**config.mk**
```make
export PLATFORM = sky130hd
export DESIGN_NAME = jtag_dma_engine
export DESIGN_NICKNAME = d
export VERILOG_FILES = /design/src/rtl/jtag_dma_engine.sv
export SDC_FILE = /design/constraint.sdc
export NUM_CORES = 1
export LEC_CHECK = 0
export ABC_CLOCK_PERIOD_IN_PS = 4840
export CAP_MARGIN = 20
export CORE_AREA = 8 8 120 122
export DETAILED_ROUTE_END_ITERATION = 8
export DIE_AREA = 0 0 128 130
export GPL_ROUTABILITY_DRIVEN = 0
export HOLD_SLACK_MARGIN = 0.06
export SLEW_MARGIN = 20
export SYNTH_ARGS = -nofsm -noshare
export SYNTH_HDL_FRONTEND = slang
export SYNTH_SLANG_ARGS = --single-unit
```
**constraint.sdc**
```tcl
create_clock -name clock -period 4.84 [get_ports clock]
set_clock_uncertainty 0.1 [all_clocks]
set_input_delay 0.968 -clock clock [delete_from_list [all_inputs] [get_ports clock]]
set_output_delay 0.968 -clock clock [all_outputs]
set_load 0.005 [all_outputs]
```
**src/rtl/jtag_dma_engine.sv**
```systemverilog
// System-clock bus master that drains or fills the DMA half of the JTAG ping-pong
// buffer on launch requests synchronised from the JTCK domain.
module jtag_dma_engine #(
   parameter int SYNC_STAGES = 2
) (
   input  logic        clock,
   input  logic        JRSTN,
   input  logic [31:0] dma_address,
   input  logic [3:0]  dma_byte_enable,
   input  logic [7:0]  dma_burst_size,
   input  logic        dma_data_ready,
   input  logic        dma_readReady,
   output logic        switch_ready,
   output logic [8:0]  pp_address,
   output logic        pp_writeEnable,
   output logic [31:0] pp_dataIn,
   input  logic [31:0] pp_dataOut,
   output logic        bus_request,
   input  logic        bus_grant,
   output logic        bus_begin_transaction_out,
   output logic [31:0] bus_address_data_out,
   output logic [3:0]  bus_byte_enables_out,
   output logic [7:0]  bus_burst_size_out,
   output logic        bus_read_n_write_out,
   output logic        bus_data_valid_out,
   output logic        bus_end_transaction_out,
   input  logic [31:0] bus_address_data_in,
   input  logic        bus_data_valid_in,
   input  logic        bus_busy_in,
   input  logic        bus_end_transaction_in,
   input  logic        bus_error_in,
   output logic        dma_busy,
   output logic        dma_error
);

   typedef enum logic [3:0] {
      IDLE, W_REQ, W_BEGIN, W_FETCH, W_DATA, W_END, R_REQ, R_BEGIN, R_DATA
   } state_t;

   state_t state, state_next;

   logic [SYNC_STAGES-1:0] wr_sync, rd_sync;
   logic wr_prev, rd_prev;
   logic sync_wr, sync_rd, wr_edge, rd_edge;

   logic [7:0]  counter, counter_next;
   logic        filled, filled_next;
   logic        error_next, capture;
   logic [31:0] cap_address;
   logic [3:0]  cap_be;
   logic [7:0]  cap_size;
   logic        rd_accept;

   assign sync_wr = wr_sync[SYNC_STAGES-1];
   assign sync_rd = rd_sync[SYNC_STAGES-1];
   assign wr_edge = sync_wr & ~wr_prev;
   assign rd_edge = sync_rd & ~rd_prev;

   // A read beat is stored only until the requested word count has arrived
   assign rd_accept = (state == R_DATA) & bus_data_valid_in & ~filled;

   always_ff @(posedge clock or negedge JRSTN) begin
      if (!JRSTN) begin
         wr_sync      <= '0;
         rd_sync      <= '0;
         wr_prev      <= 1'b0;
         rd_prev      <= 1'b0;
         state        <= IDLE;
         counter      <= 8'd0;
         filled       <= 1'b0;
         dma_error    <= 1'b0;
         cap_address  <= 32'd0;
         cap_be       <= 4'd0;
         cap_size     <= 8'd0;
         switch_ready <= 1'b1;
      end else begin
         wr_sync      <= {wr_sync[SYNC_STAGES-2:0], dma_data_ready};
         rd_sync      <= {rd_sync[SYNC_STAGES-2:0], dma_readReady};
         wr_prev      <= sync_wr;
         rd_prev      <= sync_rd;
         state        <= state_next;
         counter      <= counter_next;
         filled       <= filled_next;
         dma_error    <= error_next;
         switch_ready <= (state == IDLE) & ~sync_wr & ~sync_rd;
         if (capture) begin
            cap_address <= dma_address;
            cap_be      <= dma_byte_enable;
            cap_size    <= dma_burst_size;
         end
      end
   end

   always_comb begin
      state_next   = state;
      counter_next = counter;
      filled_next  = filled;
      error_next   = dma_error;
      capture      = 1'b0;
      if (state != IDLE && bus_error_in) begin
         state_next = IDLE;
         error_next = 1'b1;
      end else begin
         case (state)
            IDLE: begin
               if (wr_edge || rd_edge) begin
                  state_next   = wr_edge ? W_REQ : R_REQ;
                  capture      = 1'b1;
                  error_next   = 1'b0;
                  counter_next = 8'd0;
                  filled_next  = 1'b0;
               end
            end
            W_REQ:   if (bus_grant) state_next = W_BEGIN;
            W_BEGIN: state_next = W_FETCH;
            W_FETCH: state_next = W_DATA;
            W_DATA: begin
               if (!bus_busy_in) begin
                  if (counter == cap_size) begin
                     state_next = W_END;
                  end else begin
                     counter_next = counter + 8'd1;
                     state_next   = W_FETCH;
                  end
               end
            end
            W_END:   state_next = IDLE;
            R_REQ:   if (bus_grant) state_next = R_BEGIN;
            R_BEGIN: state_next = R_DATA;
            R_DATA: begin
               if (rd_accept) begin
                  if (counter == cap_size) filled_next = 1'b1;
                  else                     counter_next = counter + 8'd1;
               end
               // An end that arrives with the final beat still counts as complete
               if (bus_end_transaction_in) begin
                  state_next = IDLE;
                  if (!(filled || (rd_accept && counter == cap_size))) error_next = 1'b1;
               end
            end
            default: state_next = IDLE;
         endcase
      end
   end

   always_comb begin
      bus_request               = (state != IDLE);
      dma_busy                  = (state != IDLE);
      bus_begin_transaction_out = (state == W_BEGIN) || (state == R_BEGIN);
      bus_read_n_write_out      = (state == R_BEGIN);
      bus_data_valid_out        = (state == W_DATA);
      bus_address_data_out      = 32'd0;
      bus_byte_enables_out      = 4'd0;
      bus_burst_size_out        = 8'd0;
      pp_address                = 9'd0;
      pp_writeEnable            = rd_accept;
      pp_dataIn                 = rd_accept ? bus_address_data_in : 32'd0;
      // Abort strobe only once the slave has seen a begin
      bus_end_transaction_out   = (state == W_END) ||
                                  (bus_error_in && (state == W_FETCH || state == W_DATA ||
                                                    state == R_DATA));
      if (bus_begin_transaction_out) begin
         bus_address_data_out = cap_address;
         bus_byte_enables_out = cap_be;
         bus_burst_size_out   = cap_size;
      end
      // The buffer address is held through the data beat so a stalled beat stays stable
      if (state == W_FETCH || state == W_DATA || state == R_DATA) pp_address = {1'b0, counter};
      if (state == W_DATA) begin
         bus_address_data_out = pp_dataOut;
         bus_byte_enables_out = cap_be;
      end
   end

endmodule

```
After elaboration in Yosys (flattened, before gate mapping)
Cells that the tools add are included.
{"block": "totals", "latch_bits": 0, "register_bits": 65, "input_bits": 117, "mem_count": 0, "ram_bits": 0, "romBits": 0}
{"block": "op_classes", "shift": 0, "add_sub_neg": 1, "order_cmp": 0, "bitwise_logic": 12, "n_reduce_logical": 18, "n_div": 0, "n_eq_ne": 19, "mul": 0, "n_mux": 32}
{"cell": "32-bit 2-to-1 mux", "count": 3}
{"cell": "8-bit 2-to-1 mux", "count": 6}
{"cell": "4-bit 2-to-1 mux", "count": 8}
{"cell": "4-bit one-hot mux with 8 select lines", "count": 1}
{"cell": "8-bit one-hot mux with 3 select lines", "count": 1}
{"cell": "4-bit by 3-bit equality test with 1-bit output, second input constant", "count": 4}
{"cell": "5-bit AND reduction", "count": 3}
{"cell": "1-bit 2-to-1 mux", "count": 9}
{"cell": "3-bit != test, second input constant", "count": 3}
{"cell": "8-bit by 1-bit adder with 8-bit output, second input constant", "count": 1}
{"cell": "4-bit by 2-bit equality test with 1-bit output, second input constant", "count": 2}
{"cell": "8-bit equality test", "count": 1}
{"cell": "1-bit bitwise AND", "count": 6}
{"cell": "1-bit logical OR", "count": 6}
{"cell": "3-bit 2-to-1 mux", "count": 2}
{"cell": "3-bit by 2-bit != test with 1-bit output, second input constant", "count": 2}
{"cell": "1-bit NOT", "count": 6}
{"cell": "3-bit nonzero test", "count": 2}
{"cell": "4-bit by 1-bit equality test with 1-bit output, second input constant", "count": 1}
{"cell": "4-bit equality test, second input constant", "count": 1}
{"cell": "4-bit logical NOT", "count": 1}
{"cell": "2-bit by 1-bit != test with 1-bit output, second input constant", "count": 2}
{"cell": "2-bit != test, second input constant", "count": 2}
{"cell": "1-bit one-hot mux with 2 select lines", "count": 2}
{"cell": "other kinds (5)", "count": 7}

Depth between registers and ports, before layout
Gate-level depths: netlist (run 1).
{"block": "depth", "word_depth": 9, "ltp_mapped": 7, "depth_no_buf": 6}

Least setup slack after synthesis (run 1)
OpenSTA, ideal clock, no wires.
{"block": "synth_path", "path_type": "input to output", "from": "input bus_data_valid_in", "to": "output pp_dataIn[22]", "arrival_ns": 1.774, "stages": 3, "path_buffers": 1, "setup_slack_ns": 1.998, "required_ns": 3.772, "path_cell_list": "nor3b_1 clkbuf_1 and2_1"}
{"block": "synth_via", "elab_chain_cells": 3}
{"item": "from (decl)", "line": "28", "source": "input logic bus_data_valid_in,"}
{"item": "1-bit bitwise AND (2 in series)", "line": "60", "source": "assign rd_accept = (state == R_DATA) & bus_data_valid_in & ~filled;"}
{"item": "named net pp_writeEnable", "line": "15", "source": "output logic pp_writeEnable,"}
{"item": "32-bit 2-to-1 mux", "line": "157", "source": "pp_dataIn = rd_accept ? bus_address_data_in : 32'd0;"}
{"item": "to (decl)", "line": "16", "source": "output logic [31:0] pp_dataIn,"}
The timed path passes the listed nets, and every way through them passes these cells.

Worst setup path after layout (run 1)
{"block": "layout_path", "from": "register state[2]", "to": "output pp_address[1]"}
{"block": "layout_via", "elab_chain_cells": 4, "word_cells_on_any_way": 6}
{"item": "from (decl)", "line": "40", "source": "state_t state, state_next;"}
{"item": "from (signal assigned)", "line": "81", "source": "state <= state_next;"}
{"item": "4-bit by 2-bit equality test with 1-bit output or 4-bit by 3-bit equality test with 1-bit output (tied branches)", "line": "168", "source": "if (state == W_FETCH || state == W_DATA || state == R_DATA) pp_address = {1'b0, counter};"}
{"item": "1-bit logical OR", "line": "168"}
{"item": "1-bit logical OR (*)", "line": "168"}
{"item": "8-bit 2-to-1 mux (*)", "line": "168"}
{"item": "to (decl)", "line": "14", "source": "output logic [8:0] pp_address,"}
Mark *: on every way between the ends. The rest lies on a longest branch, timed or not.

==> results of run 1 <==
==> flip-flops by register name, indices dropped and copies added, names as in the netlist <==
register,count
cap_address,32
cap_be,4
cap_size,8
counter,8
dma_error,1
filled,1
rd_prev,1
rd_sync,2
state,4
switch_ready,1
wr_prev,1
wr_sync,2
==> through the flow <==
step                      util [%]  std cells  hold WS [ps]  total power [µW]  area [µm²]
after global placement        47.3        693           231              2340        5880
after CTS                     49.9        709           249              3080        6200
after floorplan                  -        333           231              1650        3640
after global routing          49.9        709           251              3240        6200
after detailed placement      47.3        693           235              2350        5880
final                         49.9        709           246              3020        6200
==> final timing paths <==
check                                start              end  slack (ps)  cells after the start
worst max-delay path              state[2]    pp_address[1]         960                      5
worst min register to register  wr_sync[0]       wr_sync[1]         250                      0
min in group asynchronous            JRSTN  cap_address[16]         660                      1
max in group asynchronous            JRSTN      cap_size[0]        3070                      2
worst max register to register    state[1]       counter[0]        2320                      6
worst min-delay path            wr_sync[0]       wr_sync[1]         250                      0
==> per-layer routing <==
layer	up-vias	wire, µm
met2	182	5480
li1	1595	-
met3	10	1680
met1	1568	5030
met5	-	0
met4	0	153
==> layout make-up <==
| cell class | count | area (µm²) |
|---|---|---|
| repair buffers | 214 | 2120 |
| multi-input cells | 238 | 1890 |
| fillers | 1191 | 6210 |
| clock buffers | 14 | 264 |
| flip-flops and latches | 65 | 1630 |
| well taps | 172 | 215 |
| clock inverters | 2 | 60.1 |
| inverters | 4 | 15.0 |
==> power by group through the flow <==
stage | Clock (µW) | Sequential (µW) | Combinational [µW]
after global placement | 0 | 952 | 1390
after detailed placement | 0 | 949 | 1400
after CTS | 725 | 950 | 1410
after global routing | 748 | 985 | 1510
final | 704 | 946 | 1370
after floorplan | 0 | 850 | 803
==> critical path: stages (launching register included) <==
cell	delay [ps]
sky130_fd_sc_hd__dfrtp_1	740
sky130_fd_sc_hd__xnor2_1	150
sky130_fd_sc_hd__nor3_1	560
sky130_fd_sc_hd__a21oi_1	300
sky130_fd_sc_hd__nor2b_1	190
sky130_fd_sc_hd__clkdlybuf4s50_1	540
==> cell families (layout without fill, tap and decap cells) <==
| group | after synthesis | count (layout) | share of synthesized area, % |
|---|---|---|---|
| muxes | 47 | 47 | 14.5 |
| DFF | 65 | 65 | 44.8 |
| other | 1 | 1 | 0.103 |
| xor gates and xnor gates | 10 | 10 | 2.41 |
| buffers and inverters | 30 | 234 | 3.96 |
| adders and majority gates | 1 | 1 | 0.344 |
| and+or+nand+nor | 111 | 111 | 18.7 |
| AOI/OAI and AO/OA | 68 | 68 | 15.2 |
==> Yosys cell counts, types with 2 or more instances <==
| cell | count |
|---|---|
| sky130_fd_sc_hd__a21oi_1 | 6 |
| sky130_fd_sc_hd__a22o_1 | 33 |
| sky130_fd_sc_hd__a22oi_1 | 2 |
| sky130_fd_sc_hd__a31oi_1 | 3 |
| sky130_fd_sc_hd__a32o_1 | 2 |
| sky130_fd_sc_hd__and2_1 | 40 |
| sky130_fd_sc_hd__and3_1 | 5 |
| sky130_fd_sc_hd__buf_2 | 4 |
| sky130_fd_sc_hd__buf_4 | 3 |
| sky130_fd_sc_hd__buf_6 | 2 |
| sky130_fd_sc_hd__clkbuf_1 | 17 |
| sky130_fd_sc_hd__dfrtp_1 | 64 |
| sky130_fd_sc_hd__inv_1 | 3 |
| sky130_fd_sc_hd__mux2_2 | 46 |
| sky130_fd_sc_hd__nand2_1 | 10 |
| sky130_fd_sc_hd__nand2b_1 | 3 |
| sky130_fd_sc_hd__nand3_1 | 2 |
| sky130_fd_sc_hd__nand3b_1 | 2 |
| sky130_fd_sc_hd__nand4_1 | 2 |
| sky130_fd_sc_hd__nor2_1 | 13 |
| sky130_fd_sc_hd__nor2b_1 | 15 |
| sky130_fd_sc_hd__nor3_1 | 2 |
| sky130_fd_sc_hd__nor3_2 | 2 |
| sky130_fd_sc_hd__nor3b_1 | 4 |
| sky130_fd_sc_hd__nor4_1 | 2 |
| sky130_fd_sc_hd__nor4b_1 | 2 |
| sky130_fd_sc_hd__o21a_1 | 2 |
| sky130_fd_sc_hd__o21ai_0 | 5 |
| sky130_fd_sc_hd__o21ai_1 | 2 |
| sky130_fd_sc_hd__o311ai_0 | 2 |
| sky130_fd_sc_hd__o31ai_1 | 3 |
| sky130_fd_sc_hd__xor2_1 | 9 |
==> cell usage in the layout (no fill, tap or decap), types with 5 or more instances in the layout <==
cell type                         instances
sky130_fd_sc_hd__clkbuf_16                9
sky130_fd_sc_hd__nand2_1                 10
sky130_fd_sc_hd__nor2_1                  13
sky130_fd_sc_hd__dfrtp_1                 64
sky130_fd_sc_hd__a22o_1                  33
sky130_fd_sc_hd__xor2_1                   9
sky130_fd_sc_hd__and2_1                  40
sky130_fd_sc_hd__o21ai_0                  5
sky130_fd_sc_hd__a21oi_1                  6
sky130_fd_sc_hd__buf_4                    5
sky130_fd_sc_hd__mux2_2                  46
sky130_fd_sc_hd__and3_1                   5
sky130_fd_sc_hd__clkdlybuf4s50_1        208
sky130_fd_sc_hd__nor2b_1                 15
==> implementation parameters, run 1 <==
Parameter                              Value

Synth
  Net Count, Synth ... 451
  Area fraction of the dominant cell type after synthesis ... 44.0%
  Sequential fraction of the synthesis area ... 44.8%
  Count of mapped cells out of synthesis ... 333
  Total standard cell area after synthesis ... 0.00364 mm²
  Warning count from the yosys run ... 0
  Most instantiated flip-flop cell in the synthesis netlist ... sky130_fd_sc_hd__dfrtp_1
  Dominant cells by area after synthesis ... sky130_fd_sc_hd__dfrtp_1 (44%), sky130_fd_sc_hd__mux2_2 (14%), sky130_fd_sc_hd__a22o_1 (7.9%), sky130_fd_sc_hd__and2_1 (6.9%), sky130_fd_sc_hd__nor2b_1 (2.6%)
  Mean Syn Cell Area ... 10.9 µm²
  Largest area contributor in the netlist ... sky130_fd_sc_hd__dfrtp_1
  #FFs+latches synth ... 65
  FFs w/ async S/R, synth ... 100%
  Count of distinct cell types in the synthesized netlist ... 53
  Number of synthesized flops with an enable pin ... 0

Placed design
  Number of port buffers ... 209
  Worst slack, placed ... 1010 ps
  Half-perimeter wire length after detailed placement ... 9720 µm

Power and ir drop
  Psw ... 938 µW
  Power density of the placed cells ... 488 mW/mm²
  Internal power ... 2090 µW
  Worst VDD drop ... 0.263 mV
  Logic gate share of total power ... 45.4%
  Leakage dissipation ... 0.00249 µW
  Part of the total power dissipated in the clock network ... 23.3%
  Sequential power share ... 31.3%
  Switching share of total power ... 31.0%

Clocking
  Post-cts repair resize count ... 0
  Root buf cell ... sky130_fd_sc_hd__clkbuf_16
  CTS buffer count ... 9
  Worst-Skew Late Latency ... 330 ps
  Hold-fix buffers at CTS ... 0
  Largest buffer count on any clock path ... 2
  Clock-pin slew on the worst setup and hold paths ... 50 ps
  CTS tree ... yes
  Buffers inserted by post-CTS timing repair ... 0
  Sink count of the clock tree ... 65
  H-tree Lvls ... 3

GRT
  First-pass GRT wire length ... 19500 µm
  Number of antenna violations at the first check in global routing ... 0
  Global Route Usage Sum ... 15.0%
  Met2 Usage GRT ... 24.1%
  Global routing met1 resource utilization ... 16.4%
  Vias in the first global route ... 3659
  Maximum number of pins on one net before global-route repair ... 43
  Met3 layer usage reported by global route ... 8.45%
  Total global routing overflow ... 0
  Busiest grt layer ... met2

Final layout
  Layout net count ... 650
  Synthesis-to-finish area growth ... 70.5%
  Number of antenna cells inserted ... 0
  Layout cells sized above 1 ... 14.5%

Route
  Post-Route WL ... 12300 µm
  Routed vias/inst ... 4.73
  First-pass detailed-route iteration total ... 4
  Vias ... 3355
  Routed wire per std cell ... 17.4 µm
  Remaining antenna violation count ... 0
  Total DRC errors in the routed layout ... 0
  Number of violations reported at the end of detailed-routing iteration 0 ... 101

Timing
  Worst-Margin Slew ... 907 ps
  Total Neg Setup Slack ... 0 ps
  Maximum clock frequency ... 0.258 GHz
  Normalized max-slew margin ... 39.5%
  Final worst slack ... 963 ps
  Final setup violation count ... 0
  RSZ-0062 raised after global routing ... false
  Final Hold Viols ... 0
  Final period util ... 80.1%
  Final Max Slew Viols ... 0
  Min cycle time layout ... 3880 ps

Outcome
  Run status ... completed

Run
  Number of maximum-capacitance constraint violations ... 0

Worst setup path
  Highest fanout seen on the critical path ... 16
  Critical path data arrival time ... 2810 ps
  Nature of the critical path startpoint ... register
  Critical path capture point type ... output pin
  Critical Setup Path Class ... register to output pin
  Worst EP required ... 3770 ps

Die
  Initial core utilization ... 29.3%
  Height of the chip ... 130 µm
  CORE AREA ... 0.0124 mm²
  Area enclosed by the die boundary ... 0.0166 mm²
  Floorplan row count ... 41
  Die Span X ... 128 µm
  I/O pin cnt ... 211

Min path
  Hold WC Path Type ... register to register
Note: power is estimated with default switching activity, not from simulation.
==> run 2: changes to the inputs <==
--- a/config.mk
+++ b/config.mk
@@ -5,7 +5,7 @@
 export SDC_FILE = /design/constraint.sdc
 export NUM_CORES = 1
 export LEC_CHECK = 0
-export ABC_CLOCK_PERIOD_IN_PS = 4840
+export ABC_CLOCK_PERIOD_IN_PS = 3810
 export CAP_MARGIN = 20
 export CORE_AREA = 8 8 120 122
 export DETAILED_ROUTE_END_ITERATION = 8
==> constraint.sdc (replaced) <==
create_clock -name clock -period 3.81 [get_ports clock]
set_clock_uncertainty 0.1 [all_clocks]
set_input_delay 0.762 -clock clock [delete_from_list [all_inputs] [get_ports clock]]
set_output_delay 0.762 -clock clock [all_outputs]
set_load 0.005 [all_outputs]
==> run 2 against run 1 <==
Against the previous run: first-iteration DRC count increased by 2.0%; global-route usage increased by 0.11 points; clock power increased by 7.7%; final cell count increased by 0.71%; via count increased by 0.89%; flip-flop and latch count unchanged; final area decreased by 0.14%; register-to-register slack got worse by 1100 ps; largest power group unchanged.
==> implementation parameters, run 2 (same netlist as run 1, synthesis figures left out) <==
Parameter                              Value

Outcome
  Run status ... completed

Timing
  Final worst slack ... 279 ps (-684 ps)
  Min cycle time layout ... 3530 ps
  Final setup violation count ... 0 (unchanged)
  RSZ-0062 raised after global routing ... false
  Final Max Slew Viols ... 0 (unchanged)
  Total Neg Setup Slack ... 0 ps (unchanged)
  Final Hold Viols ... 0 (unchanged)
  Minimum hold slack ... 249 ps (+3.57 ps)
  Worst-Margin Slew ... 936 ps (+28.5 ps)
  Final period util ... 92.7%
  Maximum clock frequency ... 0.283 GHz
  Normalized max-slew margin ... 37.4% (-2.1 points)

Worst setup path
  Critical path capture point type ... output pin
  Critical Setup Path Class ... register to output pin
  Worst r2r src ... state[0]
  Nature of the critical path startpoint ... register
  Worst EP required ... 2950 ps (-820 ps)
  Setup slack on the worst flop-to-flop path ... 1250 ps (-1070 ps)
  Worst r2r path cells ... 7 (+1)
  Critical path startpoint ... state[2]
  Highest fanout seen on the critical path ... 42 (+26)
  Critical path data arrival time ... 2670 ps (-140 ps)
  Worst flop-to-flop path endpoint ... counter[0]

Final layout
  Commonest non-fill, non-tap cell in the layout ... sky130_fd_sc_hd__clkdlybuf4s50_1
  Top reg by flops ... cap_address
  Layout cells sized above 1 ... 15.5% (+0.97 points)
  Layout net count ... 655 (+0.77%)
  Largest registers ... cap_address: 32 flops, cap_size: 8 flops, counter: 8 flops
  Synthesis-to-finish area growth ... 70.2%
  Max reg flops ... 32 (unchanged)
  Leading cell types in the layout, fill and taps excluded ... sky130_fd_sc_hd__clkdlybuf4s50_1 (208), sky130_fd_sc_hd__dfrtp_1 (64), sky130_fd_sc_hd__mux2_2 (46)
  Number of antenna cells inserted ... 0 (unchanged)

Placed design
  Half-perimeter wire length after detailed placement ... 9880 µm (+1.6%)
  Number of port buffers ... 209 (unchanged)
  Worst slack, placed ... 521 ps (-485 ps)

Clocking
  Sink count of the clock tree ... 65 (unchanged)
  Post-cts repair resize count ... 0 (unchanged)
  Root buf cell ... sky130_fd_sc_hd__clkbuf_16
  Worst-Skew Late Latency ... 330 ps (about the same)
  Hold-fix buffers at CTS ... 0 (unchanged)
  H-tree Lvls ... 3 (unchanged)
  Clock-pin slew on the worst setup and hold paths ... 50 ps (about the same)
  CTS tree ... yes
  Largest buffer count on any clock path ... 2 (unchanged)
  Buffers inserted by post-CTS timing repair ... 0 (unchanged)
  CTS buffer count ... 9 (unchanged)

Route
  Met3 wirelength from detailed routing ... 1840 µm (+9.4%)
  Remaining antenna violation count ... 0 (unchanged)
  Post-Route WL ... 12600 µm (+1.9%)
  Routed vias/inst ... 4.74 (+0.19%)
  Routed wire per std cell ... 17.6 µm (+1.2%)
  Detailed-route wire length on metal 1 ... 4940 µm (-1.7%)
  Number of violations reported at the end of detailed-routing iteration 0 ... 103 (+2.0%)
  Met2 wire length ... 5690 µm (+3.7%)
  Total DRC errors in the routed layout ... 0 (unchanged)
  Vias ... 3385 (+0.89%)
  First-pass detailed-route iteration total ... 4 (unchanged)
  Highest metal layer used by the detailed router ... met4

Min path
  Count of cells along the worst hold path ... 0 (unchanged)
  Hold WC Path Type ... register to register
  End point of the worst hold path ... rd_sync[1]
  Startpoint of the most critical hold path ... rd_sync[0]

Die
  Area enclosed by the die boundary ... 0.0166 mm² (unchanged)
  Initial core utilization ... 29.3% (unchanged)
  Die Span X ... 128 µm (unchanged)
  CORE AREA ... 0.0124 mm² (unchanged)
  Floorplan row count ... 41 (unchanged)
  Height of the chip ... 130 µm (unchanged)
  I/O pin cnt ... 211 (unchanged)

Power and ir drop
  Power density of the placed cells ... 604 mW/mm² (+24%)
  Leakage dissipation ... 0.00249 µW (+0.33%)
  Worst VDD drop ... 0.294 mV (+12%)

GRT
  First-pass GRT wire length ... 19600 µm (+0.71%)
  Total global routing overflow ... 0 (unchanged)
  Maximum number of pins on one net before global-route repair ... 46 (+7.0%)
  Vias in the first global route ... 3691 (+0.87%)
  Number of antenna violations at the first check in global routing ... 0 (unchanged)
  Global Route Usage Sum ... 15.1% (+0.11 points)

Run
  Number of maximum-capacitance constraint violations ... 0 (unchanged)
## run 2: cell count changes in the layout (fill, tap and decap cells not counted), sizes merged
cell,previous run,this run
clkinv,0,3
bufinv,2,0
clkbuf,14,13
buf,6,11
## run 2: routing by layer
metal / vias to the layer above / global-route usage [%]
met1: 1583 / 15.9
met3: 11 / 9.14
li1: 1605 / -
met2: 186 / 25.1
met5: - / 0
met4: 0 / 3.99
## run 2: worst max path at each step
stage	to
after floorplan	bus_address_data_out[10]
after detailed placement	pp_dataIn[29]
final	bus_byte_enables_out[2]
after global placement	bus_end_transaction_out
after global routing	bus_byte_enables_out[1]
after CTS	bus_byte_enables_out[2]
## run 2: metrics by stage
stage | power [µW] | instances | instance area [µm²] | util, %
CTS | 3810 | 714 | 6190 | 49.8
floorplan | 2100 | 333 | 3640 | -
detailed placement | 3010 | 698 | 5910 | 47.6
finish | 3740 | 714 | 6190 | 49.9
global route | 4010 | 714 | 6190 | 49.9
global placement | 3000 | 698 | 5910 | 47.6
## run 2: worst max-delay path, cell delays in order (launching register included)
cell,delay (ps)
sky130_fd_sc_hd__dfrtp_1,730
sky130_fd_sc_hd__xor2_1,190
sky130_fd_sc_hd__nor3b_2,190
sky130_fd_sc_hd__buf_4,410
sky130_fd_sc_hd__nor2_1,150
sky130_fd_sc_hd__nor2b_1,140
sky130_fd_sc_hd__clkdlybuf4s50_1,510
## run 2: layout make-up
cell class | instances | area (µm²)
Clock buffer | 13 | 260
Clock inverter | 3 | 15.0
Fill cell | 1154 | 6220
Inverter | 4 | 15.0
Multi-Input combinational cell | 238 | 1890
Sequential cell | 65 | 1630
Tap cell | 172 | 215
Timing Repair Buffer | 219 | 2160
## run 2: where the power goes
group | internal [µW] | total, µW | switching, µW
logic | 1090 | 1800 | 707
clock network | 472 | 758 | 286
registers | 963 | 1180 | 215
total | 2530 | 3740 | 1210
==> patch: new RTL, settings of run 2 <==
The 9 states of `state_t` get a one-hot encoding in 9 bits.
--- a/src/rtl/jtag_dma_engine.sv
+++ b/src/rtl/jtag_dma_engine.sv
@@ -33,8 +33,8 @@
    output logic        dma_error
 );
 
-   typedef enum logic [3:0] {
-      IDLE, W_REQ, W_BEGIN, W_FETCH, W_DATA, W_END, R_REQ, R_BEGIN, R_DATA
+   typedef enum logic [8:0] {
+      IDLE = 9'b000000001, W_REQ = 9'b000000010, W_BEGIN = 9'b000000100, W_FETCH = 9'b000001000, W_DATA = 9'b000010000, W_END = 9'b000100000, R_REQ = 9'b001000000, R_BEGIN = 9'b010000000, R_DATA = 9'b100000000
    } state_t;
 
    state_t state, state_next;
Check against the original RTL: no difference found for any inputs over 10 cycles, from zero or initial values and one cycle with JRSTN low; not proved beyond that.
==> patch against run 2 <==
  * Wire length increased by 5.9%
  * Cell count increased by 2.0%
  * Final area increased by 3.6%
  * Worst setup slack got worse by 0.11 ns
  * Sequential cell count increased by 5
  * Count of clock-buffer cells in the layout unchanged
  * Area after synthesis increased by 4.6%
  * Utilization increased by 1.8 points
  * Largest cell class unchanged
Power is not compared: it rests on default switching activity, and its combinational part moved more than twofold at a synthesized area within 25%.
==> patch: results (changes against run 2) <==
- Synth unique cells: 51 (-3.8%)
- Non-clk buf share: 0.343 (-0.00713)
- Total Routing Usage GR: 0.160 (+0.00904)
- Avg WL per Cell: 18.3 um (+3.8%)
- Filler cells: 1186 (+2.8%)
- Vias: 3500 (+3.4%)
- Largest cells by area after synthesis: dfrtp_1, mux2_2, a22o_1
- Layout cells sized above 1: 0.167 (+0.0123)
- Final HPWL DP: 10400 um (+5.4%)
- Nets: 670 (+2.3%)
- Post-synthesis sequential area ratio: 0.461 (+0.0133)
- Buffers, non-clock: 218 (-0.46%)
- Worst flop-to-flop path startpoint: state[8]
- Pin count of the biggest net entering global routing: 37 (-20%)
- Fmax: 275 MHz (-3.1%)
- FF-to-FF End: cap_size[4]
- Tightest Pin Transition: 0.760 ns (-0.176 ns)
- Pre-CTS setup slack: 0.365 ns (-0.156 ns)
- Clock sink count: 70 (+7.7%)
- CTS resizes: 1 (+1)
- Compound-gate portion of the synthesized area: 0.140 (-0.0120)
- Net count after synthesis: 464 (+2.9%)
- Status: finished, final reports clean
- Worst reg2reg path depth: 6 (-1)
- Routing usage on met3: 0.0930 (+0.00163)
- DRT iter0 DRCs: 125 (+21%)
- Synth Area in Adders: 0.00329 (-0.000153)
- Multi-input gate count: 244 (+2.5%)
- Synth top cells by count: dfrtp_1, mux2_2, and2_1
- Reg-to-reg setup timing slack: 0.91 ns (-0.34 ns)
- Non-clk invs: 9 (+5)
- Sequential cell area share: 0.274 (+0.0113)
- Final-layout clock-cell area share: 0.0445 (about the same)
- Dpl cells: 713 (+2.1%)
- Multi-input combinational area share: 0.300 (-0.00582)
- Synth Area in XOR/XNOR: 0.0230 (-0.00107)
- Crit path DAT: 2.78 ns (+0.11 ns)
[patch: stage by stage]
step,util,cell area [sq um],hold slack (ns),TNS (ns)
2_1_floorplan,-,3810,0.231,0
3_3_place_gp,0.489,6070,0.237,0
3_5_place_dp,0.489,6070,0.241,0
4_1_cts,0.512,6360,0.253,0
5_1_grt,0.516,6410,0.265,-0.0407
6_report,0.516,6410,0.251,0
[patch: power by group]
group          internal (uW)  switching [uW]  total, uW
sequential               989             171       1160
clock                    520             289        810
combinational            409             244        653
[patch: worst max-delay path: stages (launching register included)]
cell and delay [ns]:
dfrtp_2 0.46, or4_4 0.61, nor2_2 0.12, and4b_2 0.28, nor2_1 0.17, o21ai_0 0.24
clkdlybuf4s50_1 0.57
[patch: metal layers]
layer | wire (um) | part of all wire
met3 | 1810 | 0.14
met1 | 5390 | 0.40
met5 | 0 | 0
met2 | 6000 | 0.45
met4 | 121 | 0.0091
